===== config.mk =====
export PLATFORM = sky130hd
export DESIGN_NAME = uart_tx_mmio
export DESIGN_NICKNAME = d
export VERILOG_FILES = /design/src/rtl/uart_tx_mmio.sv
export SDC_FILE = /design/constraint.sdc
export NUM_CORES = 1
export LEC_CHECK = 0
export ABC_CLOCK_PERIOD_IN_PS = 6400
export CORE_UTILIZATION = 32
export CTS_CLUSTER_DIAMETER = 120
export DETAILED_ROUTE_END_ITERATION = 12
export HOLD_SLACK_MARGIN = 0.12
export PLACE_DENSITY = 0.61
export SYNTH_ARGS = -nofsm -noshare
export SYNTH_HDL_FRONTEND = slang
export SYNTH_SLANG_ARGS = --single-unit
export TNS_END_PERCENT = 20

===== constraint.sdc =====
create_clock -name clk -period 6.4 [get_ports clk]
set_input_delay 1.28 -clock clk [delete_from_list [all_inputs] [get_ports clk]]
set_output_delay 1.28 -clock clk [all_outputs]
set_load 0.01 [all_outputs]

===== src/rtl/uart_tx_mmio.sv =====
// Memory-mapped 8N1 UART transmitter: a 4-word register window in front of an
// 8-entry byte FIFO. Read data is registered so it lines up with the RAM's read data.
module uart_tx_mmio #(
    parameter logic [29:0] BASE_ADDR   = 30'h3FFFFFF0,
    parameter int          DEPTH       = 8,
    parameter logic [15:0] DEFAULT_DIV = 16'd104
) (
    input  logic        clk,
    input  logic        reset,
    input  logic [29:0] ram_addr,
    input  logic [31:0] ram_wdata,
    input  logic        ram_re,
    input  logic        ram_we,
    output logic        hit,
    output logic        rsel,
    output logic [31:0] rdata,
    output logic        tx,
    output logic [1:0]  fsm_state
);

    localparam int AW = $clog2(DEPTH);
    localparam int CW = AW + 1;

    typedef enum logic [1:0] {
        S_IDLE  = 2'd0,
        S_START = 2'd1,
        S_DATA  = 2'd2,
        S_STOP  = 2'd3
    } state_t;

    // Internal handshake: the CPU side pushes when push_req is high and the FIFO
    // accepts only when not full; the transmitter pops only when the FIFO is not
    // empty. Both take effect on the same clock edge that samples them.
    logic [1:0]    off;
    logic          wr_hit;
    logic          push_req;
    logic          push;
    logic          pop;
    logic          full;
    logic          empty;
    logic          busy;
    logic [7:0]    mem [DEPTH];
    logic [AW-1:0] wr_ptr;
    logic [AW-1:0] rd_ptr;
    logic [CW-1:0] count;
    logic          overflow;
    logic [15:0]   div_q;

    state_t        state, state_d;
    logic [15:0]   cnt, cnt_d;
    logic [2:0]    bit_idx, bit_idx_d;
    logic [7:0]    shift, shift_d;
    logic          tx_d;
    logic [31:0]   reg_val;
    logic [31:0]   status;
    logic          unused_bits;

    assign off      = ram_addr[1:0];
    assign hit      = (ram_addr[29:2] == BASE_ADDR[29:2]);
    assign wr_hit   = ram_we & hit;
    assign push_req = wr_hit && (off == 2'd0);
    assign full     = (count == CW'(DEPTH));
    assign empty    = (count == '0);
    assign push     = push_req & ~full;
    assign busy     = (state != S_IDLE);
    assign fsm_state = state;
    assign unused_bits = &{1'b0, ram_wdata[31:16]};

    always_ff @(posedge clk) begin
        if (push) begin
            mem[wr_ptr] <= ram_wdata[7:0];
        end
    end

    // Fullness is judged on pre-edge state, so a push into a full FIFO is
    // dropped even when the transmitter frees a slot on the same edge.
    always_ff @(posedge clk or negedge reset) begin
        if (!reset) begin
            wr_ptr   <= '0;
            rd_ptr   <= '0;
            count    <= '0;
            overflow <= 1'b0;
        end else begin
            if (push) begin
                wr_ptr <= wr_ptr + 1'b1;
            end
            if (pop) begin
                rd_ptr <= rd_ptr + 1'b1;
            end
            case ({push, pop})
                2'b10:   count <= count + 1'b1;
                2'b01:   count <= count - 1'b1;
                default: count <= count;
            endcase
            if (push_req && full) begin
                overflow <= 1'b1;
            end else if (wr_hit && (off == 2'd1) && ram_wdata[3]) begin
                overflow <= 1'b0;
            end
        end
    end

    always_ff @(posedge clk or negedge reset) begin
        if (!reset) begin
            div_q <= DEFAULT_DIV;
        end else if (wr_hit && (off == 2'd2)) begin
            div_q <= (ram_wdata[15:0] == 16'd0) ? 16'd1 : ram_wdata[15:0];
        end
    end

    always_ff @(posedge clk or negedge reset) begin
        if (!reset) begin
            state   <= S_IDLE;
            cnt     <= '0;
            bit_idx <= '0;
            shift   <= '0;
            tx      <= 1'b1;
        end else begin
            state   <= state_d;
            cnt     <= cnt_d;
            bit_idx <= bit_idx_d;
            shift   <= shift_d;
            tx      <= tx_d;
        end
    end

    // cnt holds the cycles left in the current bit; the divisor is sampled only
    // when a new bit period is loaded.
    always_comb begin
        state_d   = state;
        cnt_d     = cnt;
        bit_idx_d = bit_idx;
        shift_d   = shift;
        pop       = 1'b0;
        case (state)
            S_IDLE: begin
                if (!empty) begin
                    pop     = 1'b1;
                    shift_d = mem[rd_ptr];
                    cnt_d   = div_q - 16'd1;
                    state_d = S_START;
                end
            end
            S_START: begin
                if (cnt == 16'd0) begin
                    state_d   = S_DATA;
                    bit_idx_d = 3'd0;
                    cnt_d     = div_q - 16'd1;
                end else begin
                    cnt_d = cnt - 16'd1;
                end
            end
            S_DATA: begin
                if (cnt == 16'd0) begin
                    cnt_d = div_q - 16'd1;
                    if (bit_idx == 3'd7) begin
                        state_d = S_STOP;
                    end else begin
                        shift_d   = {1'b0, shift[7:1]};
                        bit_idx_d = bit_idx + 3'd1;
                    end
                end else begin
                    cnt_d = cnt - 16'd1;
                end
            end
            S_STOP: begin
                if (cnt == 16'd0) begin
                    if (!empty) begin
                        pop     = 1'b1;
                        shift_d = mem[rd_ptr];
                        cnt_d   = div_q - 16'd1;
                        state_d = S_START;
                    end else begin
                        state_d = S_IDLE;
                    end
                end else begin
                    cnt_d = cnt - 16'd1;
                end
            end
            default: state_d = S_IDLE;
        endcase
    end

    // tx is registered from the next state so the line changes on the same edge
    // as the state it belongs to.
    always_comb begin
        tx_d = 1'b1;
        case (state_d)
            S_START: tx_d = 1'b0;
            S_DATA:  tx_d = shift_d[0];
            default: tx_d = 1'b1;
        endcase
    end

    assign status = 32'({count, overflow, busy, empty, full});

    always_comb begin
        reg_val = 32'd0;
        case (off)
            2'd1:    reg_val = status;
            2'd2:    reg_val = {16'd0, div_q};
            default: reg_val = 32'd0;
        endcase
    end

    always_ff @(posedge clk or negedge reset) begin
        if (!reset) begin
            rdata <= 32'd0;
            rsel  <= 1'b0;
        end else begin
            rdata <= (ram_re && hit) ? reg_val : 32'd0;
            rsel  <= ram_re & hit;
        end
    end

endmodule


* Yosys cells after proc, flatten, opt, wreduce, memory -nomap -nowiden
Memory sizes are Yosys's and may differ from the RTL's. Index checks and enable logic that the tools add are counted.
Word-level totals: register bits 90, memory bits (writable) 64, input port bits 66, output and inout bits 37, word-level logic and storage cells 92, memories 1
Memories:
- mem | words 8, bits a word 8, read ports 1, clocked after memory_dff 0, wr ports 1, line 42 | logic [7:0] mem [DEPTH];
Cells by class: add/subtract/negate cells 7, equal/unequal tests 16, muxes and demuxes 32, bitwise gates (word level) 4, reduce and logical (&&, ||, !) cells 19
Operators by type and width (number):
- $mux 16 | 4
- $pmux 16 s3 | 1
- $logic_not 16->1 | 2
- $mux 32 | 1
- $mux 8 | 4
- $pmux 16 s2 | 1
- $sub 16x1->16 const B | 2
- $eq 28x28->1 const B | 1
- $pmux 8 s3 | 1
- $eq 2x2->1 const B | 5
- $mux 2 | 5
- $add 3x1->3 const B | 3
- $mux 3 | 3
- $eq 2x1->1 const B | 4
- $ne 2x2->1 const B | 4
- $pmux 2 s4 | 1
- $pmux 4 s2 | 1
- $reduce_and 4->1 | 2
- $reduce_bool 2->1 | 4
- $mux 1 | 7
- $logic_and 1x1->1 | 6
- $pmux 3 s2 | 1
- $add 4x1->4 const B | 1
- $eq 4x4->1 const B | 1
- other kinds (9) | 13

* Longest topological paths before layout
depth after elaboration 6, mapped depth 13, mapped depth without buffers 13

* Worst setup path after synthesis
No wires, ideal clock.
path type input-to-reg, start input port ram_addr[3], end memory mem[5][0] (enable), setup time 0.385 ns, arrival 3.806 ns, required time 6.015 ns, path slack 2.209 ns, stages 5, path buffers 0, path through or4_1 > nor4_2 > nand4b_1 > or2_2 > nor3b_1
Between the ends: cells in the longest elaborated chain, start to end 6
Ends and longest elaborated chain:
- start: declaration | line 10 | input logic [29:0] ram_addr,
- $eq 28x28->1 | line 59 | assign hit = (ram_addr[29:2] == BASE_ADDR[29:2]);
- net hit | line 14 | output logic hit,
- $and 1x1->1 | line 60 | assign wr_hit = ram_we & hit;
- $logic_and 1x1->1 | line 61 | assign push_req = wr_hit && (off == 2'd0);
- $and 1x1->1 | line 64 | assign push = push_req & ~full;
- $mux 1 | line 70 | if (push) begin
- $mux 1 (implied by the code) | line 71 | mem[wr_ptr] <= ram_wdata[7:0];
- end: declaration | line 42
The timed path passes the listed nets, and every way through them passes these cells.

* Worst setup path in the final report
start input port ram_addr[4], end output port hit
Between the ends: cells in the longest elaborated chain, start to end 1
Ends and longest elaborated chain (line):
- $eq 28x28->1 | 59
- end: declaration | 14
Every way passes these cells.

==> results.ini <==
[run_status]
status = complete, no violations

[setup_path]
startpoint = ram_addr[4]
worstSetupStartpointType = primary input
crit_top_cell = clkdlybuf4s50_1
slowest_delay_ps = 650
r2r_cells = 11
endpoint_kind = output port
crit_required_ps = 5120
r2r_slack_ps = 2340
r2r-end = count[3]
worstSetupPathType = in2out
reg2reg_from = cnt[7]
path_cells = clkdlybuf4s50_1, nand2_1, or4_1, nor4_2, clkdlybuf4s50_1
arrival_ps = 3420
worstPathMaxFanout = 6
slowest_stage = clkdlybuf4s50_1
crit_end = hit

[detailed_routing]
ant_nets = 0
drc_errors = 0
wire_per_inst_microns = 17.1
viasPerCell = 5.15
via_count = 4725
initialDrtViolationCount = 232
firstDrtPassIters = 5
drt_wl_total_microns = 15600

[cts]
cts_buffers = 17
cts-hold-fix-buffers = 0
postCtsSetupBuffers = 0
clk_path_buf_depth = 2
clock_latency_ps = 420
cts_sinks = 138
h-tree-depth = 4
tritoncts = built
cts_resized = 0
root_buffer = clkbuf_16
clkTransAtPathRegs_ps = 50

[pwr]
clkPwrFrac_pct = 46.0
ir_worst_vdd_uv = 216
leakagePower_uw = 0.00328
power_density_nw_per_um2 = 235
finalPower_uw = 1950
power.share.combinational_pct = 4.5
pwr-share-seq_pct = 49.6
p_sw_share_pct = 21.8
power_switching_uw = 425
intPower_uw = 1520

[synth]
yosysTopAreaCell = edfxtp_1
ys_types = 70
muxShareOfSynthArea_pct = 9.24
ys_seq_area_share_pct = 55.5
synth_fa_ha_area_share_pct = 3.42
yosys.area_share.simple_pct = 13.3
synthTopCellsByArea = edfxtp_1 (28%), dfrtp_1 (26%), mux4_2 (5.0%)
synth_xor_area_share_pct = 3.86
syn_inst = 557
synth_top_family_by_area = simple AND/OR/NAND/NOR gates
synthFlopType = dfrtp_1
avgSynthCellArea_sq_um = 12.2
yosys_warnings = 0
synth_area_sq_um = 6810
synth-edff-count = 64
async_flop_share_pct = 53.6
synth-compound-area-share_pct = 10.4
yosysTopAreaCellShare_pct = 28.2
synth_seq_cells = 138

[timing]
tightest_slew_ps = 1010
drv_slew = 0
fin_crit_ps = 4700
tns_ps = 0
min_period_over_period_pct = 73.5
skew_ps = 8.61
max_freq_ghz = 0.213
relSlewSlack_pct = 32.5
hold_viol_final = 0
finalSetupViolCount = 0
rsz0062_at_grt = false

[job]
drv_cap = 0

[placement]
port_buffers = 70
place_hpwl_microns = 10800
place_congestion = 0.831

[die]
std_cell_rows = 53
coreArea_sq_um = 21000
start_util_pct = 32.5
fp.dieW_microns = 148
ios = 103
chipHeight_microns = 148
die_area_sq_um = 21900

[min_path]
min_path_type = reg2reg

[final_layout]
n_antenna_cell = 0
drive_gt1_share_pct = 13.4
area_delta_synth_final_pct = 21.9
utilization_pct = 39.6
final_cell_mix = dfrtp_1 (70), clkdlybuf4s50_1 (69), edfxtp_1 (64)
fin_nets = 713
layout_commonest_cell = dfrtp_1

[grt]
overflow = 0
grt_pass1_wl_microns = 25400
antenna_found_initial = 0
grt_max_degree = 75
first_global_vias = 4783
grt_use_total_pct = 15.1

critical path, delay by kind of cell:
family                 cells  cell delay, ps
buffers and inverters      2            1110
and+or+nand+nor            3            1030
final cells by class:
type,count,area (sq um)
Fill cell,2015,12700
Inverter,18,67.6
Timing Repair Buffer,79,766
Multi-Input combinational cell,375,2800
Clock buffer,21,470
Sequential cell,138,3780
Tap cell,275,344
Clock inverter,11,70.1
logic make-up (layout without fill, tap and decap cells):
group                    count (synthesis)  count (layout)
adder cells (fa/ha/maj)                 18              18
flip-flops                             138             138
multiplexers                            42              42
AO/OA/AOI/OAI                           99              99
buffers and inverters                   59             129
XOR/XNOR                                30              30
other                                    1              16
AND/OR/NAND/NOR                        170             170
stage by stage:
stage                     area, sq um  hold slack [ps]  instances  setup WS (ps)
after floorplan                  6870              438        572           2210
after global placement           7760              453        885           1580
after detailed placement         7760              460        885           1500
after CTS                        8300              473        917           1650
after global routing             8300              509        917           1520
final                            8300              468        917           1700
power groups by stage:
stage	sequential (uW)	combinational (uW)	clock, uW
final	966	87.0	896
after global routing	967	95.8	953
after CTS	965	88.5	913
after detailed placement	981	88.6	0
after global placement	980	84.0	0
after floorplan	977	40.8	0
cells in the mapped netlist (all sizes together), types with 9 or more instances:
master   instances
dfrtp           70
edfxtp          64
nor2            51
nand2           28
nor3            22
clkbuf          21
a21oi           20
buf             20
inv             18
ha              17
mux2            17
xnor2           16
mux4            15
o21ai           15
xor2            14
nor4            12
a22oi           10
a2bb2oi         10
mux2i           10
or4              9
registers in the layout (all words and copies together) (netlist names):
signal / count
bit_idx: 3
rd_ptr: 3
mem: 64
fsm_state: 2
div_q: 16
shift: 8
rsel: 1
tx: 1
count: 4
wr_ptr: 3
overflow: 1
cnt: 16
rdata: 16
routing by layer:
metal,vias to the layer above,share of wire (%),global-route usage [%]
met2,149,49,24.7
met5,-,0,0
met1,2351,45,19.5
met3,14,4.7,3.89
met4,0,1.2,4.85
li1,2211,-,-
worst min path at each step:
| stage | cells after the start | slack (ps) | to | startpoint |
|---|---|---|---|---|
| after detailed placement | 2 | 460 | overflow | overflow |
| after global placement | 2 | 450 | overflow | overflow |
| after CTS | 2 | 470 | overflow | overflow |
| final | 2 | 470 | overflow | overflow |
| after global routing | 2 | 510 | overflow | overflow |
| after floorplan | 2 | 440 | overflow | overflow |
Note: power is estimated with default switching activity, not from simulation.
